[config.mk]
export PLATFORM = sky130hd
export DESIGN_NAME = axi_stream_strip_header
export DESIGN_NICKNAME = d
export VERILOG_FILES = /design/src/rtl/axi_stream_strip_header.sv
export SDC_FILE = /design/constraint.sdc
export NUM_CORES = 1
export LEC_CHECK = 0
export ABC_AREA = 1
export BUFFER_PORTS_ARGS = -buffer_cell sky130_fd_sc_hd__clkbuf_2
export CORE_UTILIZATION = 50
export DETAILED_ROUTE_END_ITERATION = 10
export PLACE_DENSITY = 0.72
export SLEW_MARGIN = 40
export SYNTH_ARGS = -nofsm -noshare
export SYNTH_HDL_FRONTEND = slang
export SYNTH_SLANG_ARGS = --single-unit
export TNS_END_PERCENT = 30
[constraint.sdc]
create_clock -name clk -period 8.9 [get_ports clk]
set_input_delay 1.78 -clock clk [delete_from_list [all_inputs] [get_ports clk]]
set_output_delay 1.78 -clock clk [all_outputs]
set_load 0.03 [all_outputs]
[src/rtl/axi_stream_strip_header.sv]
// rtl/axi_stream_strip_header.sv - strips a leading header from an AXI-Stream packet
// and re-aligns the remaining payload to the MSB byte lane.
module axi_stream_strip_header #(
   parameter int DATA_WD      = 32,
   parameter int DATA_BYTE_WD = DATA_WD / 8,
   parameter int BYTE_CNT_WD  = $clog2(DATA_BYTE_WD)
) (
   input  logic                      clk,
   input  logic                      rst_n,
   input  logic                      valid_strip,
   input  logic [BYTE_CNT_WD:0]      byte_strip_cnt,
   output logic                      ready_strip,
   input  logic                      valid_in,
   input  logic [DATA_WD-1:0]        data_in,
   input  logic [DATA_BYTE_WD-1:0]   keep_in,
   input  logic                      last_in,
   output logic                      ready_in,
   output logic                      valid_hdr,
   output logic [DATA_WD-1:0]        data_hdr,
   output logic [DATA_BYTE_WD-1:0]   keep_hdr,
   input  logic                      ready_hdr,
   output logic                      valid_out,
   output logic [DATA_WD-1:0]        data_out,
   output logic [DATA_BYTE_WD-1:0]   keep_out,
   output logic                      last_out,
   input  logic                      ready_out,
   output logic                      err_short
);

   localparam int CW = BYTE_CNT_WD + 1;
   localparam int NB = DATA_BYTE_WD;

   typedef enum logic [1:0] {S_IDLE, S_HEAD, S_BODY, S_FLUSH} state_t;

   state_t            state_q, state_d;
   logic [CW-1:0]     c_q, c_d;
   logic [CW-1:0]     r_q, r_d;
   logic [CW-1:0]     flush_cnt_q, flush_cnt_d;
   logic [DATA_WD-1:0] resid_q, resid_d;
   logic              valid_hdr_q, valid_hdr_d;
   logic [DATA_WD-1:0] data_hdr_q, data_hdr_d;
   logic [NB-1:0]     keep_hdr_q, keep_hdr_d;
   logic              valid_out_q, valid_out_d;
   logic [DATA_WD-1:0] data_out_q, data_out_d;
   logic [NB-1:0]     keep_out_q, keep_out_d;
   logic              last_out_q, last_out_d;
   logic              err_short_q, err_short_d;

   logic              hdr_free, out_free, acc;
   logic [CW-1:0]     k_in, c_clamp;
   logic [CW:0]       rk;
   logic [DATA_WD-1:0] din_m, resid_new, body_data;

   function automatic logic [NB-1:0] top_ones(input logic [CW:0] n);
      top_ones = ~({NB{1'b1}} >> n);
   endfunction

   function automatic logic [NB-1:0] low_ones(input logic [CW-1:0] n);
      low_ones = ~({NB{1'b1}} << n);
   endfunction

   // Bytes outside keep_in are zeroed so they never leak into header, payload or residual.
   always_comb begin
      k_in  = '0;
      din_m = '0;
      for (int i = 0; i < NB; i++) begin
         k_in = k_in + {{(CW-1){1'b0}}, keep_in[i]};
         din_m[8*i +: 8] = keep_in[i] ? data_in[8*i +: 8] : 8'h00;
      end
   end

   assign c_clamp   = (byte_strip_cnt > CW'(NB)) ? CW'(NB) : byte_strip_cnt;
   assign resid_new = din_m << {c_q, 3'b000};
   assign body_data = resid_q | (din_m >> {r_q, 3'b000});
   assign rk        = {1'b0, r_q} + {1'b0, k_in};

   assign hdr_free = !valid_hdr_q || ready_hdr;
   assign out_free = !valid_out_q || ready_out;

   always_comb begin
      ready_in = 1'b0;
      case (state_q)
         S_HEAD:  ready_in = hdr_free && out_free;
         S_BODY:  ready_in = out_free;
         default: ready_in = 1'b0;
      endcase
      ready_in = ready_in && rst_n;
   end

   assign ready_strip = rst_n && (state_q == S_IDLE);
   assign acc         = valid_in && ready_in;

   always_comb begin
      state_d     = state_q;
      c_d         = c_q;
      r_d         = r_q;
      flush_cnt_d = flush_cnt_q;
      resid_d     = resid_q;
      valid_hdr_d = valid_hdr_q && !ready_hdr;
      data_hdr_d  = data_hdr_q;
      keep_hdr_d  = keep_hdr_q;
      valid_out_d = valid_out_q && !ready_out;
      data_out_d  = data_out_q;
      keep_out_d  = keep_out_q;
      last_out_d  = last_out_q;
      err_short_d = 1'b0;
      case (state_q)
         S_IDLE: begin
            if (valid_strip) begin
               c_d     = c_clamp;
               r_d     = CW'(NB) - c_clamp;
               state_d = S_HEAD;
            end
         end
         S_HEAD: begin
            if (acc) begin
               resid_d = resid_new;
               if (c_q != '0) begin
                  valid_hdr_d = 1'b1;
                  data_hdr_d  = din_m >> {r_q, 3'b000};
                  keep_hdr_d  = low_ones(c_q);
               end
               if (!last_in) begin
                  state_d = S_BODY;
               end else begin
                  state_d = S_IDLE;
                  if (k_in > c_q) begin
                     valid_out_d = 1'b1;
                     data_out_d  = resid_new;
                     keep_out_d  = keep_in << c_q;
                     last_out_d  = 1'b1;
                  end else if (k_in < c_q) begin
                     // Short packet: header holds only the bytes that arrived.
                     data_hdr_d  = din_m >> {(CW'(NB) - k_in), 3'b000};
                     keep_hdr_d  = low_ones(k_in);
                     err_short_d = 1'b1;
                  end
               end
            end
         end
         S_BODY: begin
            if (acc) begin
               valid_out_d = 1'b1;
               data_out_d  = body_data;
               resid_d     = resid_new;
               keep_out_d  = {NB{1'b1}};
               last_out_d  = 1'b0;
               if (last_in) begin
                  if (rk <= (CW+1)'(NB)) begin
                     keep_out_d = top_ones(rk);
                     last_out_d = 1'b1;
                     state_d    = S_IDLE;
                  end else begin
                     flush_cnt_d = CW'(rk - (CW+1)'(NB));
                     state_d     = S_FLUSH;
                  end
               end
            end
         end
         S_FLUSH: begin
            if (out_free) begin
               valid_out_d = 1'b1;
               data_out_d  = resid_q;
               keep_out_d  = top_ones({1'b0, flush_cnt_q});
               last_out_d  = 1'b1;
               state_d     = S_IDLE;
            end
         end
         default: state_d = S_IDLE;
      endcase
   end

   always_ff @(posedge clk) begin
      if (!rst_n) begin
         state_q     <= S_IDLE;
         c_q         <= '0;
         r_q         <= '0;
         flush_cnt_q <= '0;
         resid_q     <= '0;
         valid_hdr_q <= 1'b0;
         data_hdr_q  <= '0;
         keep_hdr_q  <= '0;
         valid_out_q <= 1'b0;
         data_out_q  <= '0;
         keep_out_q  <= '0;
         last_out_q  <= 1'b0;
         err_short_q <= 1'b0;
      end else begin
         state_q     <= state_d;
         c_q         <= c_d;
         r_q         <= r_d;
         flush_cnt_q <= flush_cnt_d;
         resid_q     <= resid_d;
         valid_hdr_q <= valid_hdr_d;
         data_hdr_q  <= data_hdr_d;
         keep_hdr_q  <= keep_hdr_d;
         valid_out_q <= valid_out_d;
         data_out_q  <= data_out_d;
         keep_out_q  <= keep_out_d;
         last_out_q  <= last_out_d;
         err_short_q <= err_short_d;
      end
   end

   assign valid_hdr = valid_hdr_q;
   assign data_hdr  = data_hdr_q;
   assign keep_hdr  = keep_hdr_q;
   assign valid_out = valid_out_q;
   assign data_out  = data_out_q;
   assign keep_out  = keep_out_q;
   assign last_out  = last_out_q;
   assign err_short = err_short_q;

endmodule

==> qor.csv <==
stage;metric;value;unit
status;status;complete, no violations;
synth;compound-gate portion of the synthesized area;19.4;%
synth;largest family of logic cells by synthesized area;simple AND/OR/NAND/NOR gates;
placed_design;gpl congestion;0.961;
cts;Worst-Skew Late Latency;0.43;ns
worst_hold_path;Worst Hold Launch;resid_q[28]$_SDFFE_PN0P_;
cts;Resized Gates After CTS;0;
layout;Area growth, synth to finish;14.7;%
detailed_routing;WL met2;12700;microns
setup_path;Crit path top cell by count;inv_1;
detailed_routing;DRC;0;
sta;fin crit share;63.8;%
setup_path;R2R depth;12;
sta;Tmin final;5.68;ns
cts;CTS tree;done;
setup_path;Critical Path AT;5.99;ns
synth;Post-synth EDFFs;0;
layout;most frequent cells in the layout;356 x nand2_1, 200 x nor2_1, 125 x o21ai_0, 122 x clkbuf_2, 118 x dfxtp_1;
worst_hold_path;Hold Path Sink;resid_q[28]$_SDFFE_PN0P_;
synth;share of the synthesized area in the top cell type;29.9;%
power;peak supply drop;0.000135;V
sta;RSZ-0062 raised after global routing;no;
setup_path;critical path buffer and inverter count;6;
global_route;GRT overflow;0;
setup_path;largest stage delay on the critical path;0.89;ns
synth;Syn Inst Count;1328;
global_route;largest net degree at the start of global routing;103;
synth;cell taking the most area after synthesis;dfxtp_1;
power;Total Power Consumption;0.00216;W
floorplanning;DIE HEIGHT;128;microns
sta;f_max;176;MHz
cts;clock root buffer;clkbuf_16;
floorplanning;Initial Utilization;51.6;%
sta;worst-margin pin slew;0.730;ns
cts;H-Tree Level Count;4;
floorplanning;area of the die;16300;sq um
setup_path;Crit Path Max Fanout;50;
setup_path;slowest CP cell;fa_1;
synth;Post-Synth Simple-Gate Area;36.6;%
layout;ANT cells;0;
detailed_routing;Via Count;8938;
synth;multiplexer share of the synthesized area;0;%
worst_hold_path;hold depth;2;
detailed_routing;Detail Route Antenna Nets;0;
setup_path;Critical Path, Cell by Cell;clkbuf_2 > inv_1 > fa_1 > inv_1 > ha_1 > inv_1 > buf_4 > fa_1 > clkinv_1 > a21oi_1 > o21ai_0 > nand2_1 > o21ai_0 > a21oi_1 > nor2_1;
sta;Setup TNS;0;ns
floorplanning;Core Area;15300;sq um
cts;setup repair bufs after CTS;0;
setup_path;crit path kind;in2reg;
layout;share of cells above drive strength 1;13.5;%
detailed_routing;Via density;5.53;
placed_design;DP Wirelength;19300;microns
synth;post-synthesis xor/xnor area fraction;0.111;%
setup_path;Critical Path Source Type;input port;
synth;adder-cell share of the synthesized area;3.29;%
cts;Hold Buf Count CTS;0;
global_route;vias in the first global route;8025;
cts;CTS buffer count;17;
placed_design;port bufs;123;
synth;syn_area_per_cell;5.95;sq um
setup_path;FF-to-FF End;data_hdr[0]$_SDFFE_PN0P_;
cts;clk buf depth;2;
synth;Yosys reg bits;118;
synth;count of different cell masters after synthesis;40;
floorplanning;Die X;128;microns
setup_path;CP required;9.21;ns
setup_path;delay-heaviest family, CP;adder cells;
sta;worst slew margin relative to its limit;51.3;%
cts;Worst-path clk slew;0.06;ns
synth;synth warn;0;
synth;Mapped Nets;1393;
power;LEAKAGE;4.34;nW
floorplanning;Top Ports;124;
detailed_routing;TritonRoute pass-1 iters;5;
setup_path;worst r2r src;state_q[0]$_SDFFE_PN0P_;
flow_run;Max-Cap Viols;0;
detailed_routing;wire length on met3;1680;microns
detailed_routing;routed length per instance;16.7;microns
detailed_routing;DR top layer;met4;
sta;fin. max-slew vios;0;
global_route;first-pass GRT wire length;42100;microns
setup_path;R2R Setup Slk;5.60;ns
synth;largest cells by area after synthesis;dfxtp_1 30%, nand2_1 17%, nor2_1 9.5%;
synth;Post-synth ARST share;0;%
synth;register area share after synthesis;29.9;%
detailed_routing;initial DRC count;904;
global_route;Total GRT Usage;33.5;%
power;Power per Cell Area;238;nW/um^2
synth;Synth Flop Type;dfxtp_1;
sta;post-route clock skew;0.00688;ns
layout;Layout Nets;1458;
setup_path;crit end category;flip-flop;
cts;CTS Sinks;118;
sta;Final Hold Vio Count;0;
layout;most common cell after layout, fill and taps aside;nand2_1;
detailed_routing;Metal-1 WL;11500;microns
synth;Synth Cell Area;7900;sq um
global_route;initial antenna violation count;0;
detailed_routing;Routed WL;27000;microns
floorplanning;row cnt;45;
sta;endpoints failing setup;0;
worst_hold_path;Min-Delay Path Class;reg2reg;
worst max-delay path by stage:
stage / startpoint / endpoint / slack [ns] / cells after the start
3_3_place_gp: keep_in[0] / data_hdr[8]$_SDFFE_PN0P_ / 3.01 / 15
2_1_floorplan: keep_in[1] / data_hdr[0]$_SDFFE_PN0P_ / 3.98 / 16
6_report: keep_in[0] / data_hdr[8]$_SDFFE_PN0P_ / 3.22 / 15
4_1_cts: keep_in[0] / data_hdr[8]$_SDFFE_PN0P_ / 3.32 / 15
3_5_place_dp: keep_in[0] / data_hdr[8]$_SDFFE_PN0P_ / 2.93 / 15
5_1_grt: keep_in[0] / data_hdr[8]$_SDFFE_PN0P_ / 2.83 / 15
layer usage:
metal	GRT usage, %	vias up
li1	-	4429
met1	42.0	4075
met2	55.6	353
met3	6.05	81
met4	16.3	0
met5	0	-
kinds of logic after synthesis:
family / count (synthesis)
simple gates: 700
compound gates: 293
flops: 118
xor+xnor: 1
fa+ha+maj: 19
buf+inv: 197
report_power, final:
| part | internal, W | switching, W | total (W) |
|---|---|---|---|
| sequential | 0.000582 | 0.0000326 | 0.000615 |
| clock | 0.000449 | 0.000271 | 0.000720 |
| combinational | 0.000233 | 0.000588 | 0.000821 |
| total | 0.00126 | 0.000892 | 0.00216 |
cell usage after synthesis, drive strengths merged, types with 9 or more instances:
cell type and count:
a21oi 116, buf 45, clkbuf 43, dfxtp 118, ha 16, inv 107
nand2 363, nand3 109, nand3b 9, nor2 206, o211ai 9, o21ai 148
tightest hold or removal path, delay by kind of cell, from the launching register on:
kind                   cells  cell delay [ns]
flip-flops                 1             0.29
AO/OA/AOI/OAI              1             0.05
buffers and inverters      1             0.06
sequential cells by signal, indices dropped and copies added (netlist names):
| signal | flops |
|---|---|
| err_short | 1 |
| keep_out | 4 |
| valid_hdr | 1 |
| data_hdr | 32 |
| c_q | 3 |
| state_q | 2 |
| flush_cnt_q | 3 |
| data_out | 32 |
| r_q | 2 |
| last_out | 1 |
| keep_hdr | 4 |
| valid_out | 1 |
| resid_q | 32 |
cell type report:
class                   instances  area [sq um]
clock buffers                  18           439
clock inverters                14           171
fillers                      1569          6250
inverters                     109           410
multi-input cells            1013          4710
flip-flops and latches        118          2360
well taps                     211           264
repair buffers                134           709
stage by stage:
step	worst slack, ns	instances	hold slack, ns	cell area (sq um)	util, %
floorplan	3.98	1328	0.425	7900	-
global placement	3.01	1584	0.436	8430	55.0
detailed placement	2.93	1584	0.443	8440	55.1
CTS	3.32	1616	0.452	9050	59.1
global route	2.83	1617	0.464	9070	59.2
finish	3.22	1617	0.450	9070	59.2
No activity file was read; power rests on OpenSTA's default activity.
